`src/rtl/lowspeed_pkg.sv`:
```
// Shared definitions for the low-speed status blocks: blink FSM encoding,
// default timing constants and a width helper.
package lowspeed_pkg;

    typedef enum logic [1:0] {
        ST_IDLE      = 2'd0,
        ST_PULSE_ON  = 2'd1,
        ST_PULSE_OFF = 2'd2,
        ST_GAP       = 2'd3
    } blink_state_t;

    localparam int DEFAULT_NUM_LEDS    = 4;
    localparam int DEFAULT_ERROR_WIDTH = 8;
    localparam int DEFAULT_TICK_CYCLES = 1200000;
    localparam int DEFAULT_ON_TICKS    = 2;
    localparam int DEFAULT_OFF_TICKS   = 3;
    localparam int DEFAULT_GAP_TICKS   = 10;

    // Bits needed to hold 0..value-1, never less than one bit.
    function automatic int clog2_min1(input int value);
        int width;
        width = 0;
        for (int w = 0; w < 31; w++) begin
            if ((32'd1 << w) < $unsigned(value)) begin
                width = w + 1;
            end
        end
        return (width < 1) ? 1 : width;
    endfunction

endpackage

```
`src/rtl/tick_divider.sv`:
```
// Free-running prescaler producing a one-cycle tick every TICK_CYCLES clocks;
// hold_i parks the count at zero so the next period starts with a full phase.
module tick_divider
    import lowspeed_pkg::*;
#(
    parameter int TICK_CYCLES = DEFAULT_TICK_CYCLES
) (
    input  logic clock,
    input  logic reset_n,
    input  logic hold_i,
    output logic tick_o
);

    localparam int                CNT_W    = clog2_min1(TICK_CYCLES);
    localparam logic [CNT_W-1:0]  CNT_LAST = CNT_W'(TICK_CYCLES - 1);

    logic [CNT_W-1:0] r_cnt;
    logic             w_at_last;

    assign w_at_last = (r_cnt == CNT_LAST);
    assign tick_o    = w_at_last & ~hold_i;

    // Prescaler count: cleared while held, wraps after the last cycle of a tick.
    always_ff @(posedge clock or negedge reset_n) begin
        if (!reset_n) begin
            r_cnt <= {CNT_W{1'b0}};
        end else if (hold_i) begin
            r_cnt <= {CNT_W{1'b0}};
        end else if (w_at_last) begin
            r_cnt <= {CNT_W{1'b0}};
        end else begin
            r_cnt <= r_cnt + CNT_W'(1);
        end
    end

endmodule

```
`src/rtl/led_error_blinker.sv`:
```
// LED driver: passes user LED values through until an error latches, then
// blinks LED 0 with a pulse count naming the lowest-numbered sticky error.
module led_error_blinker
    import lowspeed_pkg::*;
#(
    parameter int NUM_LEDS    = DEFAULT_NUM_LEDS,
    parameter int ERROR_WIDTH = DEFAULT_ERROR_WIDTH,
    parameter int TICK_CYCLES = DEFAULT_TICK_CYCLES,
    parameter int ON_TICKS    = DEFAULT_ON_TICKS,
    parameter int OFF_TICKS   = DEFAULT_OFF_TICKS,
    parameter int GAP_TICKS   = DEFAULT_GAP_TICKS
) (
    input  logic                   clock,
    input  logic                   reset_n,
    input  logic [ERROR_WIDTH-1:0] error_i,
    input  logic                   clear_i,
    input  logic [NUM_LEDS-1:0]    led_value_i,
    output logic [NUM_LEDS-1:0]    led_pin_o,
    output logic [ERROR_WIDTH-1:0] error_sticky_o,
    output logic                   error_active_o
);

    localparam int CODE_W   = clog2_min1(ERROR_WIDTH + 1);
    localparam int MAX_OF2  = (ON_TICKS > OFF_TICKS) ? ON_TICKS : OFF_TICKS;
    localparam int TICK_MAX = (MAX_OF2 > GAP_TICKS) ? MAX_OF2 : GAP_TICKS;
    localparam int TCNT_W   = clog2_min1(TICK_MAX);

    localparam logic [TCNT_W-1:0] ON_LAST  = TCNT_W'(ON_TICKS - 1);
    localparam logic [TCNT_W-1:0] OFF_LAST = TCNT_W'(OFF_TICKS - 1);
    localparam logic [TCNT_W-1:0] GAP_LAST = TCNT_W'(GAP_TICKS - 1);

    blink_state_t            r_state;
    blink_state_t            w_state_nxt;
    logic [ERROR_WIDTH-1:0]  r_sticky;
    logic                    r_active;
    logic [CODE_W-1:0]       r_code;
    logic [CODE_W-1:0]       w_code_nxt;
    logic [TCNT_W-1:0]       r_tick_cnt;
    logic [TCNT_W-1:0]       w_tick_cnt_nxt;
    logic [CODE_W-1:0]       r_pulse_cnt;
    logic [CODE_W-1:0]       w_pulse_cnt_nxt;
    logic [CODE_W-1:0]       w_pulse_inc;
    logic [CODE_W-1:0]       w_lowest;
    logic [NUM_LEDS-1:0]     r_led;
    logic                    w_any_sticky;
    logic                    w_hold;
    logic                    w_tick;

    // Lowest set bit wins: iterate from the top so lower indices overwrite.
    function automatic logic [CODE_W-1:0] lowest_code(input logic [ERROR_WIDTH-1:0] bits);
        logic [CODE_W-1:0] code;
        code = {CODE_W{1'b0}};
        for (int i = ERROR_WIDTH - 1; i >= 0; i--) begin
            if (bits[i]) begin
                code = CODE_W'(i + 1);
            end
        end
        return code;
    endfunction

    assign w_any_sticky = |r_sticky;
    assign w_hold       = (r_state == ST_IDLE);
    assign w_pulse_inc  = r_pulse_cnt + CODE_W'(1);
    assign w_lowest     = lowest_code(r_sticky);

    tick_divider #(
        .TICK_CYCLES (TICK_CYCLES)
    ) u_tick_divider (
        .clock   (clock),
        .reset_n (reset_n),
        .hold_i  (w_hold),
        .tick_o  (w_tick)
    );

    // Sticky error capture; a new error in the clearing cycle survives the clear.
    always_ff @(posedge clock or negedge reset_n) begin
        if (!reset_n) begin
            r_sticky <= {ERROR_WIDTH{1'b0}};
            r_active <= 1'b0;
        end else begin
            r_sticky <= (clear_i ? {ERROR_WIDTH{1'b0}} : r_sticky) | error_i;
            r_active <= w_any_sticky;
        end
    end

    // Blink sequencer next-state; an empty sticky register aborts from any state.
    always_comb begin
        w_state_nxt     = r_state;
        w_code_nxt      = r_code;
        w_tick_cnt_nxt  = r_tick_cnt;
        w_pulse_cnt_nxt = r_pulse_cnt;
        if (!w_any_sticky) begin
            w_state_nxt     = ST_IDLE;
            w_tick_cnt_nxt  = {TCNT_W{1'b0}};
            w_pulse_cnt_nxt = {CODE_W{1'b0}};
        end else begin
            case (r_state)
                ST_IDLE: begin
                    w_state_nxt     = ST_PULSE_ON;
                    w_code_nxt      = w_lowest;
                    w_tick_cnt_nxt  = {TCNT_W{1'b0}};
                    w_pulse_cnt_nxt = {CODE_W{1'b0}};
                end
                ST_PULSE_ON: begin
                    if (w_tick && (r_tick_cnt == ON_LAST)) begin
                        w_tick_cnt_nxt  = {TCNT_W{1'b0}};
                        w_pulse_cnt_nxt = w_pulse_inc;
                        if (w_pulse_inc == r_code) begin
                            w_state_nxt = ST_GAP;
                        end else begin
                            w_state_nxt = ST_PULSE_OFF;
                        end
                    end else if (w_tick) begin
                        w_tick_cnt_nxt = r_tick_cnt + TCNT_W'(1);
                    end else begin
                        w_tick_cnt_nxt = r_tick_cnt;
                    end
                end
                ST_PULSE_OFF: begin
                    if (w_tick && (r_tick_cnt == OFF_LAST)) begin
                        w_tick_cnt_nxt = {TCNT_W{1'b0}};
                        w_state_nxt    = ST_PULSE_ON;
                    end else if (w_tick) begin
                        w_tick_cnt_nxt = r_tick_cnt + TCNT_W'(1);
                    end else begin
                        w_tick_cnt_nxt = r_tick_cnt;
                    end
                end
                ST_GAP: begin
                    if (w_tick && (r_tick_cnt == GAP_LAST)) begin
                        w_state_nxt     = ST_PULSE_ON;
                        w_code_nxt      = w_lowest;
                        w_tick_cnt_nxt  = {TCNT_W{1'b0}};
                        w_pulse_cnt_nxt = {CODE_W{1'b0}};
                    end else if (w_tick) begin
                        w_tick_cnt_nxt = r_tick_cnt + TCNT_W'(1);
                    end else begin
                        w_tick_cnt_nxt = r_tick_cnt;
                    end
                end
                default: begin
                    w_state_nxt     = ST_IDLE;
                    w_tick_cnt_nxt  = {TCNT_W{1'b0}};
                    w_pulse_cnt_nxt = {CODE_W{1'b0}};
                end
            endcase
        end
    end

    // Sequencer state and counters.
    always_ff @(posedge clock or negedge reset_n) begin
        if (!reset_n) begin
            r_state     <= ST_IDLE;
            r_code      <= {CODE_W{1'b0}};
            r_tick_cnt  <= {TCNT_W{1'b0}};
            r_pulse_cnt <= {CODE_W{1'b0}};
        end else begin
            r_state     <= w_state_nxt;
            r_code      <= w_code_nxt;
            r_tick_cnt  <= w_tick_cnt_nxt;
            r_pulse_cnt <= w_pulse_cnt_nxt;
        end
    end

    // Pin register: user values when idle, otherwise upper LEDs flag error mode.
    always_ff @(posedge clock or negedge reset_n) begin
        if (!reset_n) begin
            r_led <= {NUM_LEDS{1'b0}};
        end else if (r_state == ST_IDLE) begin
            r_led <= led_value_i;
        end else begin
            r_led <= {{(NUM_LEDS-1){1'b1}}, (r_state == ST_PULSE_ON)};
        end
    end

    assign led_pin_o      = r_led;
    assign error_sticky_o = r_sticky;
    assign error_active_o = r_active;

endmodule

```
`config.mk`:
```
export PLATFORM = sky130hd
export DESIGN_NAME = led_error_blinker
export DESIGN_NICKNAME = d
export VERILOG_FILES = /design/src/rtl/lowspeed_pkg.sv /design/src/rtl/tick_divider.sv /design/src/rtl/led_error_blinker.sv
export SDC_FILE = /design/constraint.sdc
export NUM_CORES = 1
export LEC_CHECK = 0
export ABC_AREA = 1
export CORE_MARGIN = 8
export CORE_UTILIZATION = 31
export CTS_CLUSTER_DIAMETER = 120
export DETAILED_ROUTE_END_ITERATION = 8
export PLACE_DENSITY = 0.48
export SYNTH_ARGS = -nofsm -noshare
export SYNTH_HDL_FRONTEND = slang
export SYNTH_HIERARCHICAL = 1
export SYNTH_SLANG_ARGS = --single-unit
```
`constraint.sdc`:
```
create_clock -name clock -period 4.4 [get_ports clock]
set_input_delay 1.1 -clock clock [delete_from_list [all_inputs] [get_ports clock]]
set_output_delay 1.1 -clock clock [all_outputs]
set_load 0.01 [all_outputs]
```
==> reports/metrics.yaml <==
outcome: "finished clean"
antenna_cells_inserted: 0
h-tree-depth: 2
synth.yosys.seq_area_share: 0.4503
grt_util_met1: 0.1383
boundaryPins: 28
die_area_mm2: 0.01183
report.final.hold_viol_count: 0
cp.arrival_ns: 2.57
crit_required_ns: 4.59
initial_antenna_violation_count: 0
power_density_mw_per_mm2: 349.4
yosys.area.top_type_share: 0.4503
slew_headroom: 0.6396
buffer_ports.inserted: 27
first_pass_grt_wire_length_um: 9577
grt-busiest-layer: "met2"
syn_inst: 331
fin_hold_ws_ns: 0.4857
grtUsageMet2: 0.1504
setup-tns-final_ns: 0
ant_nets: 0
holdBufCountCts: 0
remaining_drc_errors: 0
groute.layer.met3.usage: 0.02305
unrepaired_setup_endpoints_after_global_routing: "false"
gpl.final_weighted_congestion: 0.8419
post-dp-hpwl_um: 4302
post-cts-setup-buffer-count: 0
worst_setup_path_class: "flop to flop"
clock_pin_slew_of_the_registers_on_the_worst_case_setup_and_hold_paths_ns: 0.09
number_of_setup_violations_in_the_final_report: 0
cts_tree: "yes"
drv_slew: 0
die_height_um: 108.8
r2r-end: "r_pulse_cnt[2]"
setup.worst_path.start: "u_tick_divider/r_cnt[0]"
total_routing_resource_utilization_after_global_routing: 0.09993
netlist_area_mm2: 0.002668
worst_path_most_repeated_cell: "nand2_1"
worst_skew_pair.late_latency_ns: 0.30
max_slew.worst_pin.slew_ns: 0.5387
detail_route.first_pass.iterations: 4
rows: 34
ff_latch_area_mm2: 0.001201
global_route.overflow_total: 0
multi_input_logic_area_mm2: 0.001285
synth_area_per_cell_um2: 8.059
vias_post_dr: 2091
layout_common_cells: "nand2_1, nor2_1, dfrtp_1"
vias_per_cell: 4.421
static-leakage-power_uw: 0.001439
drv.max_cap_violation_count: 0
reg2reg_from: "u_tick_divider/r_cnt[0]"
initial_drc_count: 53
final-instance-count-excl-fill: 473
crit_chain: "ha_1 > nand2_1 > inv_2 > nand2_1 > nor2_2 > nand3_2 > nor2_1 > nand2_4 > inv_4 > nand2_1 > nand2_1 > nand2_2 > inv_4 > nand2_4 > nand3_1 > nand2_1"
endpoint_kind: "flop"
max_stage_delay_ns: 0.46
r2r_slack_ns: 2.02
clkSinkCount: 48
fp.dieW_um: 108.8
critical_path_peak_fanout: 7
hold_crit_start: "u_tick_divider/r_cnt[0]"
synth.area.top_cells: "dfrtp_1, nand2_1, nor2_1"
worstRegToRegCells: 16
post_route_cells_drive_above_1_share: 0.1397
cts_bufs_inserted: 5
yosys_warnings: 6
clock_path_buffers: 2
initial_util: 0.3120
worstSetupStartpointType: "flop"
ir_worst_vdd_mv: 0.1270
hold_path_end: "u_tick_divider/r_cnt[0]"
postCtsResizedCells: 0
cp_slowest_cell: "nor2_1"
finalClockSkew_ns: 0.009450
synth_nets: 351
hold-path-cell-count: 1
synth_cell_type_count: 31
placedCellCount: 465
via_count_of_the_first_global_routing_pass: 2059
cts.root.buffer_cell: "clkbuf_8"
area_growth_syn_to_layout_pct: 18.34
layout_worst_path_cycle_share: 0.5402
postSynthRegisterBits: 48
synth_area_leader_cell: "dfrtp_1"
worstHoldPathType: "flop to flop"
pin_count_of_the_biggest_net_entering_global_routing: 33
layout_commonest_cell: "nand2_1"
routedWlPerCell_um: 11.77
min_period_ns: 2.377
floorplan.core_area_mm2: 0.008551
clock.fmax_ghz: 0.4207
nFillCells: 882
finalWirelength_um: 5569
nets: 384
[through the flow]
stage	power (uW)	area [um^2]	setup slack [ns]	util
floorplan	750.0	2668	2.422	-
global placement	843.8	3064	2.103	0.3584
detailed placement	841.8	3064	2.024	0.3584
CTS	1123	3157	2.002	0.3692
global route	1181	3157	1.702	0.3692
finish	1103	3157	2.023	0.3692
[cells in the mapped netlist]
library cell	instances
xnor2_1	6
a21oi_1	7
nor3_1	2
o21ai_0	4
dfrtp_1	48
inv_1	36
inv_4	2
buf_6	1
ha_1	5
nand2_1	74
nor2_4	3
or2_2	4
inv_2	4
nand3_2	3
o21bai_1	9
o21a_1	1
nor2_1	54
o21ai_1	2
nand3_1	27
xor2_1	7
nor4_1	1
o21ai_4	1
clkbuf_1	2
nor3b_2	1
nand2_2	5
nand3_4	1
nor3_2	1
nor2_2	8
and2_1	2
nand2_4	7
nand4_1	3
[flip-flops by register name (all words and copies together), names as in the netlist]
name                  flops
error_sticky_o            8
r_tick_cnt                4
led_pin_o                 4
u_tick_divider/r_cnt     21
r_code                    4
error_active_o            1
r_state                   2
r_pulse_cnt               4
[area by class of cell]
| type | count | share of cell area |
|---|---|---|
| multi-input combinational | 238 | 0.4071 |
| clock buffer | 6 | 0.02616 |
| timing repair buffer | 29 | 0.08878 |
| sequential | 48 | 0.3805 |
| inverter | 42 | 0.05153 |
| tap | 108 | 0.04281 |
| clock inverter | 2 | 0.003171 |
[critical path, delay by kind of cell, from the launching register on]
family | cells | cell delay, ns
adder cells (fa/ha/maj) | 1 | 0.29
buffers and inverters | 3 | 0.24
flip-flops | 1 | 0.39
AND/OR/NAND/NOR | 12 | 1.35
[report_power, final]
part,switching [uW],internal [uW]
Sequential,58.5,495
Combinational,162,113
Clock,148,126
Total,369,734
[per-layer routing]
layer | up-vias | share of wire
met5 | - | 0
met4 | 0 | 0.012
met3 | 4 | 0.045
met2 | 40 | 0.43
met1 | 951 | 0.51
li1 | 1096 | -
[cells by family (layout without fill, tap and decap cells)]
family / after synthesis / count (layout) / share of synthesized area
AND/OR/NAND/NOR: 196 / 196 / 0.3569
flip-flops: 48 / 48 / 0.4503
AO/OA/AOI/OAI: 24 / 24 / 0.05863
XOR/XNOR: 13 / 13 / 0.04268
buffers and inverters: 45 / 79 / 0.06801
adder cells (fa/ha/maj): 5 / 5 / 0.02345
[worst max-delay path by stage]
stage | end | depth (start not counted)
floorplan | r_tick_cnt[1] | 17
global placement | r_tick_cnt[1] | 16
detailed placement | r_pulse_cnt[2] | 16
CTS | r_pulse_cnt[2] | 16
global route | r_pulse_cnt[0] | 16
finish | r_pulse_cnt[2] | 16
No activity file was read; power rests on OpenSTA's default activity.
